### config.mk
export PLATFORM = sky130hd
export DESIGN_NAME = battery_monitor
export DESIGN_NICKNAME = d
export VERILOG_FILES = /design/src/rtl/uniboard_pkg.sv /design/src/rtl/adc_spi_reader.sv /design/src/rtl/battery_monitor.sv
export SDC_FILE = /design/constraint.sdc
export NUM_CORES = 1
export LEC_CHECK = 0
export CAP_MARGIN = 15
export CORE_ASPECT_RATIO = 1.4
export CORE_UTILIZATION = 57
export CTS_BUF_LIST = sky130_fd_sc_hd__clkbuf_8
export DETAILED_ROUTE_END_ITERATION = 10
export HOLD_SLACK_MARGIN = 0.08
export PLACE_DENSITY = 0.76
export SETUP_SLACK_MARGIN = 0.3
export SKIP_CTS_REPAIR_TIMING = 1
export SYNTH_ARGS = -nofsm -noshare
export SYNTH_HDL_FRONTEND = slang
export SYNTH_SLANG_ARGS = --single-unit
### constraint.sdc
create_clock -name clk_12MHz -period 4.2 [get_ports clk_12MHz]
set_clock_uncertainty 0.15 [all_clocks]
set_input_delay 0.42 -clock clk_12MHz [delete_from_list [all_inputs] [get_ports clk_12MHz]]
set_output_delay 0.42 -clock clk_12MHz [all_outputs]
set_load 0.03 [all_outputs]
### src/rtl/uniboard_pkg.sv
// -----------------------------------------------------------------------------
// uniboard_pkg
// Shared definitions for the uniboard ADC path:
//   - adc_state_e : state encoding of the SPI ADC transaction engine
//   - ADC frame constants for a 12-bit MCP3201-class converter (16-bit frame,
//     12-bit data field at [12:1])
//   - frame_sample(): extracts the data field from a captured frame
// -----------------------------------------------------------------------------
package uniboard_pkg;

    // Transaction engine states.
    typedef enum logic [1:0] {
        ST_IDLE     = 2'd0,
        ST_CS_SETUP = 2'd1,
        ST_SHIFT    = 2'd2,
        ST_CS_HOLD  = 2'd3
    } adc_state_e;

    // A frame is 16 SCLK periods:
    //   [15:14] sample clocks (line undriven), [13] null bit,
    //   [12:1]  B11..B0 MSB-first, [0] first bit of the LSB-first repeat.
    localparam int ADC_FRAME_BITS = 16;
    localparam int ADC_SAMPLE_W   = 12;
    localparam int ADC_DATA_MSB   = 12;
    localparam int ADC_DATA_LSB   = 1;

    // Pull the 12-bit conversion result out of a captured frame.
    function automatic logic [ADC_SAMPLE_W-1:0] frame_sample(
        input logic [ADC_FRAME_BITS-1:0] frame
    );
        return frame[ADC_DATA_MSB:ADC_DATA_LSB];
    endfunction

endpackage : uniboard_pkg

### src/rtl/adc_spi_reader.sv
// -----------------------------------------------------------------------------
// adc_spi_reader
// Runs one SPI read of a 12-bit MCP3201-class ADC per start request.
// Frame: chip select low, SCLK_DIV cycles of setup, 16 SCLK periods
// (low half then high half, SCLK_DIV cycles each), then chip select high for
// CS_HIGH_MIN cycles before the engine accepts a new start.
//
// Ports
//   clk       in   system clock, rising edge
//   rst_n     in   asynchronous active-low reset
//   start_i   in   one-cycle start request; ignored unless idle
//   miso_i    in   raw ADC serial data (asynchronous to clk)
//   sclk_o    out  SPI clock to the ADC (registered)
//   cs_n_o    out  active-low chip select (registered, forced high by reset)
//   sample_o  out  12-bit conversion result, valid with done_o
//   done_o    out  one-cycle strobe, asserted the cycle after the last bit
// -----------------------------------------------------------------------------
module adc_spi_reader
    import uniboard_pkg::*;
#(
    parameter int SCLK_DIV    = 6,
    parameter int CS_HIGH_MIN = 8
) (
    input  logic                    clk,
    input  logic                    rst_n,
    input  logic                    start_i,
    input  logic                    miso_i,
    output logic                    sclk_o,
    output logic                    cs_n_o,
    output logic [ADC_SAMPLE_W-1:0] sample_o,
    output logic                    done_o
);

    // One counter times every phase; size it for the longest one.
    localparam int CNT_MAX = (SCLK_DIV > CS_HIGH_MIN) ? SCLK_DIV : CS_HIGH_MIN;
    localparam int CNT_W   = (CNT_MAX > 1) ? $clog2(CNT_MAX) : 1;

    localparam logic [CNT_W-1:0] HALF_LAST = CNT_W'(SCLK_DIV - 1);
    localparam logic [CNT_W-1:0] HOLD_LAST = CNT_W'(CS_HIGH_MIN - 1);
    localparam logic [3:0]       BIT_LAST  = 4'(ADC_FRAME_BITS - 1);

    adc_state_e                state_q,   state_d;
    logic [CNT_W-1:0]          cnt_q,     cnt_d;
    logic                      phase_q,   phase_d;   // 0: SCLK low half, 1: high half
    logic [3:0]                bit_cnt_q, bit_cnt_d;
    logic [ADC_FRAME_BITS-1:0] shift_q,   shift_d;
    logic [ADC_SAMPLE_W-1:0]   sample_q,  sample_d;
    logic                      done_q,    done_d;
    logic                      sclk_q,    sclk_d;
    logic                      cs_n_q,    cs_n_d;
    logic                      miso_meta_q, miso_sync_q;

    // Two-flop synchronizer for the asynchronous MISO line.
    always_ff @(posedge clk or negedge rst_n) begin
        if (!rst_n) begin
            miso_meta_q <= 1'b0;
            miso_sync_q <= 1'b0;
        end else begin
            miso_meta_q <= miso_i;
            miso_sync_q <= miso_meta_q;
        end
    end

    // Next-state and datapath logic.
    always_comb begin
        // NOTE: every variable gets a default before the case so no path
        // leaves one unassigned; otherwise synthesis infers a latch.
        state_d   = state_q;
        cnt_d     = cnt_q;
        phase_d   = phase_q;
        bit_cnt_d = bit_cnt_q;
        shift_d   = shift_q;
        sample_d  = sample_q;
        done_d    = 1'b0;

        unique case (state_q)
            ST_IDLE: begin
                cnt_d = '0;
                if (start_i) begin
                    state_d = ST_CS_SETUP;
                end
            end

            ST_CS_SETUP: begin
                if (cnt_q == HALF_LAST) begin
                    state_d   = ST_SHIFT;
                    cnt_d     = '0;
                    phase_d   = 1'b0;
                    bit_cnt_d = '0;
                end else begin
                    cnt_d = cnt_q + CNT_W'(1);
                end
            end

            ST_SHIFT: begin
                if (cnt_q == HALF_LAST) begin
                    cnt_d = '0;
                    if (!phase_q) begin
                        phase_d = 1'b1;
                    end else begin
                        // Last cycle of the high half: the ADC has held this
                        // bit since the previous falling edge, so it is stable
                        // through the synchronizer.
                        phase_d   = 1'b0;
                        shift_d   = {shift_q[ADC_FRAME_BITS-2:0], miso_sync_q};
                        bit_cnt_d = bit_cnt_q + 4'd1;
                        if (bit_cnt_q == BIT_LAST) begin
                            state_d  = ST_CS_HOLD;
                            sample_d = frame_sample(shift_d);
                            done_d   = 1'b1;
                        end
                    end
                end else begin
                    cnt_d = cnt_q + CNT_W'(1);
                end
            end

            ST_CS_HOLD: begin
                if (cnt_q == HOLD_LAST) begin
                    state_d = ST_IDLE;
                    cnt_d   = '0;
                end else begin
                    cnt_d = cnt_q + CNT_W'(1);
                end
            end

            default: begin
                state_d = ST_IDLE;
                cnt_d   = '0;
            end
        endcase

        // Pins are registered from the next state so they line up exactly
        // with state_q and never glitch.
        sclk_d = (state_d == ST_SHIFT) && phase_d;
        cs_n_d = !((state_d == ST_CS_SETUP) || (state_d == ST_SHIFT));
    end

    always_ff @(posedge clk or negedge rst_n) begin
        if (!rst_n) begin
            state_q   <= ST_IDLE;
            cnt_q     <= '0;
            phase_q   <= 1'b0;
            bit_cnt_q <= '0;
            shift_q   <= '0;
            sample_q  <= '0;
            done_q    <= 1'b0;
            sclk_q    <= 1'b0;
            cs_n_q    <= 1'b1;   // reset deselects the ADC immediately
        end else begin
            // NOTE: non-blocking assignments so every register samples the
            // values from before this edge, independent of statement order.
            state_q   <= state_d;
            cnt_q     <= cnt_d;
            phase_q   <= phase_d;
            bit_cnt_q <= bit_cnt_d;
            shift_q   <= shift_d;
            sample_q  <= sample_d;
            done_q    <= done_d;
            sclk_q    <= sclk_d;
            cs_n_q    <= cs_n_d;
        end
    end

    assign sclk_o   = sclk_q;
    assign cs_n_o   = cs_n_q;
    assign sample_o = sample_q;
    assign done_o   = done_q;

endmodule : adc_spi_reader

### src/rtl/battery_monitor.sv
// -----------------------------------------------------------------------------
// battery_monitor
// Samples the battery through an external 12-bit SPI ADC once per
// SAMPLE_PERIOD clocks, sums each block of 16 samples and publishes the sum
// with a one-cycle valid strobe. battery_low follows the sum with hysteresis.
// Keep SAMPLE_PERIOD > SCLK_DIV*33 + CS_HIGH_MIN so a frame always finishes
// before the next start tick.
//
// Ports
//   clk_12MHz        in   system clock, rising edge
//   reset_n          in   asynchronous active-low reset
//   adc_miso         in   ADC serial data (asynchronous)
//   adc_sclk         out  SPI clock
//   adc_cs_n         out  active-low ADC chip select
//   battery_voltage  out  sum of the last 16 samples
//   voltage_valid    out  one-cycle pulse when battery_voltage updates
//   battery_low      out  level, sum below threshold (with hysteresis)
// -----------------------------------------------------------------------------
module battery_monitor
    import uniboard_pkg::*;
#(
    parameter int          SCLK_DIV      = 6,
    parameter int          SAMPLE_PERIOD = 12000,
    parameter int          CS_HIGH_MIN   = 8,
    parameter logic [15:0] LOW_THRESH    = 16'd40000,
    parameter logic [15:0] LOW_HYST      = 16'd1000
) (
    input  logic        clk_12MHz,
    input  logic        reset_n,
    input  logic        adc_miso,
    output logic        adc_sclk,
    output logic        adc_cs_n,
    output logic [15:0] battery_voltage,
    output logic        voltage_valid,
    output logic        battery_low
);

    localparam int               PER_W    = $clog2(SAMPLE_PERIOD);
    localparam logic [PER_W-1:0] PER_LAST = PER_W'(SAMPLE_PERIOD - 1);

    // Release level in 17 bits so a large threshold plus hysteresis can
    // never wrap around to a small number.
    localparam logic [16:0] LOW_RELEASE = {1'b0, LOW_THRESH} + {1'b0, LOW_HYST};

    logic [PER_W-1:0]        per_q, per_d;
    logic                    start_tick;
    logic [ADC_SAMPLE_W-1:0] sample;
    logic                    sample_done;

    logic [15:0] acc_q,   acc_d;
    logic [3:0]  count_q, count_d;
    logic [15:0] volt_q,  volt_d;
    logic        valid_q, valid_d;
    logic        low_q,   low_d;
    logic [15:0] sum_next;

    // ---------------------------------------------------------------- period
    // Free-running; the start tick is the wrap cycle, so the first tick after
    // reset comes a full period after release.
    assign start_tick = (per_q == PER_LAST);
    assign per_d      = start_tick ? '0 : per_q + PER_W'(1);

    always_ff @(posedge clk_12MHz or negedge reset_n) begin
        if (!reset_n) begin
            per_q <= '0;
        end else begin
            per_q <= per_d;
        end
    end

    // ------------------------------------------------------------ SPI engine
    adc_spi_reader #(
        .SCLK_DIV    (SCLK_DIV),
        .CS_HIGH_MIN (CS_HIGH_MIN)
    ) u_reader (
        .clk      (clk_12MHz),
        .rst_n    (reset_n),
        .start_i  (start_tick),
        .miso_i   (adc_miso),
        .sclk_o   (adc_sclk),
        .cs_n_o   (adc_cs_n),
        .sample_o (sample),
        .done_o   (sample_done)
    );

    // ---------------------------------------------------- averaging/threshold
    // 16 x 4095 = 65520 fits in 16 bits, so the sum needs no carry.
    assign sum_next = acc_q + 16'(sample);

    always_comb begin
        acc_d   = acc_q;
        count_d = count_q;
        volt_d  = volt_q;
        valid_d = 1'b0;
        low_d   = low_q;

        if (sample_done) begin
            if (count_q == 4'd15) begin
                volt_d  = sum_next;
                acc_d   = '0;
                count_d = '0;
                valid_d = 1'b1;
                // Inside the hysteresis band the flag keeps its value.
                if (sum_next < LOW_THRESH) begin
                    low_d = 1'b1;
                end else if ({1'b0, sum_next} > LOW_RELEASE) begin
                    low_d = 1'b0;
                end
            end else begin
                acc_d   = sum_next;
                count_d = count_q + 4'd1;
            end
        end
    end

    always_ff @(posedge clk_12MHz or negedge reset_n) begin
        if (!reset_n) begin
            acc_q   <= '0;
            count_q <= '0;
            volt_q  <= '0;
            valid_q <= 1'b0;
            low_q   <= 1'b0;
        end else begin
            acc_q   <= acc_d;
            count_q <= count_d;
            volt_q  <= volt_d;
            valid_q <= valid_d;
            low_q   <= low_d;
        end
    end

    assign battery_voltage = volt_q;
    assign voltage_valid   = valid_q;
    assign battery_low     = low_q;

endmodule : battery_monitor
==> results.json <==
{
  "clockBufferDepth": 2,
  "min_from": "u_reader.miso_meta_q",
  "synth.cell_area_mm2": 0.004297,
  "slowest_stage": "fa_1",
  "status": "finished clean",
  "fin_crit_sh_pct": 74.10,
  "synth_seq_cells": 91,
  "first_iter_violations": 156,
  "peakVddDrop_mv": 0.1634,
  "design_area_mm2": 0.004847,
  "arrival_ns": 3.21,
  "min_path_cells": 0,
  "crit_chain": "ha_1 > fa_1 > a21oi_1 > o211ai_2 > and4_1 > o41ai_1 > and2_1 > xor2_1 > o41a_1 > a32o_1",
  "drt_wl_total_mm": 7.131,
  "fmax_mhz": 321.3,
  "grt_pass1_wl_mm": 12.21,
  "die_h_um": 104.7,
  "place.detailed.hpwl_mm": 5.045,
  "cts.sinks": 91,
  "hold_end": "u_reader.miso_sync_q",
  "crit_buf_inv": 0,
  "die_w_um": 75.38,
  "synthSimpleGateAreaFrac_pct": 11.04,
  "critPathMaxStageDelay_ns": 0.41,
  "crit_path_start_kind": "register",
  "clk_pin_slew_ns": 0.09,
  "num_rows": 37,
  "area_growth_pct": 12.81,
  "gp_congestion": 0.8550,
  "synth_nets": 407,
  "top_usage_layer": "met2",
  "detail-route-antenna-nets": 0,
  "synth_top_family_by_area": "compound AO/OA/AOI/OAI gates",
  "synthMuxAreaShare_pct": 7.047,
  "synth_ff_type": "dfrtp_1",
  "core_area_mm2": 0.007315,
  "grt.met1_usage_pct": 24.50,
  "h-tree-depth": 3,
  "layout.nets": 433,
  "regToRegSetupSlack_ns": 1.09,
  "yosysWarnings": 0,
  "gr-usage-met2_pct": 33.67,
  "ys_types": 48,
  "firstDrtPassIters": 4,
  "start_util_pct": 58.74,
  "r2r-end": "battery_low",
  "wl_per_cell_um": 14.12,
  "period_needed_ns": 3.112,
  "p_per_area_mw_per_mm2": 307.8,
  "use_met3_pct": 5.014,
  "overflow": 0,
  "end_kind": "register",
  "setup_viol": 0,
  "max_slew_margin_pct": 35.00,
  "placed_area_mm2": 0.004606,
  "critical_path_class": "reg -> reg",
  "pin_count": 23,
  "synth.avg_cell_area_um2": 11.40,
  "via_per_inst": 5.671,
  "reg2reg_from": "u_reader.sample_o[0]",
  "worst_pin_slew_ns": 0.9714,
  "cts_tree": "built",
  "cp_top_family": "compound AO/OA/AOI/OAI gates",
  "setup_tns_ns": 0,
  "synth.area.top_cells": "dfrtp_1, ha_1, mux2_2, o2bb2ai_1, xor2_1",
  "synth_common_cells": "dfrtp_1, nand2_1, ha_1, mux2_2",
  "crit_fanout": 3,
  "synth_edf_count": 0,
  "cts_root_buf": "clkbuf_8",
  "dr_total_vias": 2864,
  "port_buffers": 22,
  "drc": 0,
  "fillers": 600,
  "worstPathRequired_ns": 4.30,
  "dieArea_mm2": 0.007894,
  "diodes": 0,
  "grt_antenna_before_repair": 0,
  "async_flop_share_pct": 100.0,
  "insertion_delay_ns": 0.36,
  "synthXorXnorAreaFrac_pct": 5.504,
  "grt_max_degree": 92,
  "numCtsBuffers": 9,
  "synth.most_common_cell": "dfrtp_1",
  "yosysTopAreaCellShare_pct": 52.42,
  "synth_fa_ha_area_share_pct": 8.037,
  "cap_viol_max_count": 0,
  "slew_violations": 0,
  "syn_inst": 377,
  "synth_compound_area_share_pct": 13.25,
  "rr_worst_depth": 10,
  "post-synth-top-area-cell": "dfrtp_1",
  "track_usage_pct": 20.33,
  "leakagePower_nw": 2.295,
  "ys_seq_area_share_pct": 53.03,
  "hold_path.class": "reg -> reg",
  "drive_gt1_share_pct": 12.25,
  "rsz0062_at_grt": "false",
  "grt_pass1_vias": 2750,
  "hold_viol": 0
}
==> report_power, final <==
part,internal (W),switching [W],leakage (nW)
logic,0.00000469,0.0000163,0.945
registers,0.000876,0.000000214,1.25
clock network,0.000292,0.000303,0.100
total,0.00117,0.000319,2.29
==> placed cells by master, fill, tap and decap left out, types with 2 or more instances in the layout <==
cell,n
o2111ai_1,3
buf_4,2
nand2b_1,3
nand3_1,12
inv_1,15
nand2_1,31
and3_1,5
xor2_1,15
nand4_1,6
dfrtp_1,90
nor2_1,24
nor2b_1,4
and2_1,3
o2bb2ai_1,15
a21o_1,4
o31a_1,2
mux2_2,26
ha_1,26
a21oi_1,15
o21ai_0,24
xnor2_1,12
clkinvlp_4,2
clkdlybuf4s50_1,21
nor3_1,4
clkbuf_8,10
a22o_1,4
==> worst max path at each step <==
stage	from	end	slack, ns	cells past startpoint
after global routing	u_reader.sample_o[0]	battery_low	0.94	10
after CTS	u_reader.sample_o[0]	battery_low	1.08	10
final	u_reader.sample_o[0]	battery_low	1.09	10
after global placement	u_reader.sample_o[0]	battery_low	1.15	10
after detailed placement	u_reader.sample_o[0]	battery_low	1.09	10
after floorplan	u_reader.sample_o[0]	battery_low	1.33	10
==> state kept, by name, indices dropped and copies added (netlist names), 2 cells and up <==
name and count:
acc_q 16, u_reader.shift_q 12, u_reader.sample_o 12, count_q 4
battery_voltage 16, per_q 14, u_reader.bit_cnt_q 4, u_reader.cnt_q 3
u_reader.state_q 2
==> layout make-up <==
| type | count | area, µm² | share of cell area, % |
|---|---|---|---|
| timing repair buffer | 25 | 262.8 | 5.421 |
| multi-input combinational | 262 | 1928 | 39.78 |
| tap | 97 | 121.4 | 2.504 |
| clock buffer | 10 | 137.6 | 2.839 |
| sequential | 91 | 2278 | 47.01 |
| clock inverter | 6 | 66.31 | 1.368 |
| inverter | 14 | 52.55 | 1.084 |
==> layer usage <==
layer  part of all wire (%)  wire length (µm)
met5                      0                 0
met3                    3.1               224
met4                    1.9               134
met2                     52              3703
met1                     43              3069
==> through the flow <==
stage	hold slack, ns	util [%]	setup slack, ns	total power [W]	cells
floorplan	-0.02559	-	1.327	0.0008941	377
global placement	0.1830	62.97	1.148	0.0009122	487
detailed placement	0.1910	62.97	1.089	0.0009126	487
CTS	0.1525	65.75	1.076	0.001508	503
global route	0.2267	66.27	0.9366	0.001546	505
finish	0.2101	66.27	1.088	0.001492	505
==> cell families after synthesis <==
logic type / after synthesis
compound gates: 82
xor+xnor: 27
fa+ha+maj: 27
buf+inv: 24
flops: 91
mux: 27
simple gates: 99
No activity file was read; power rests on OpenSTA's default activity.
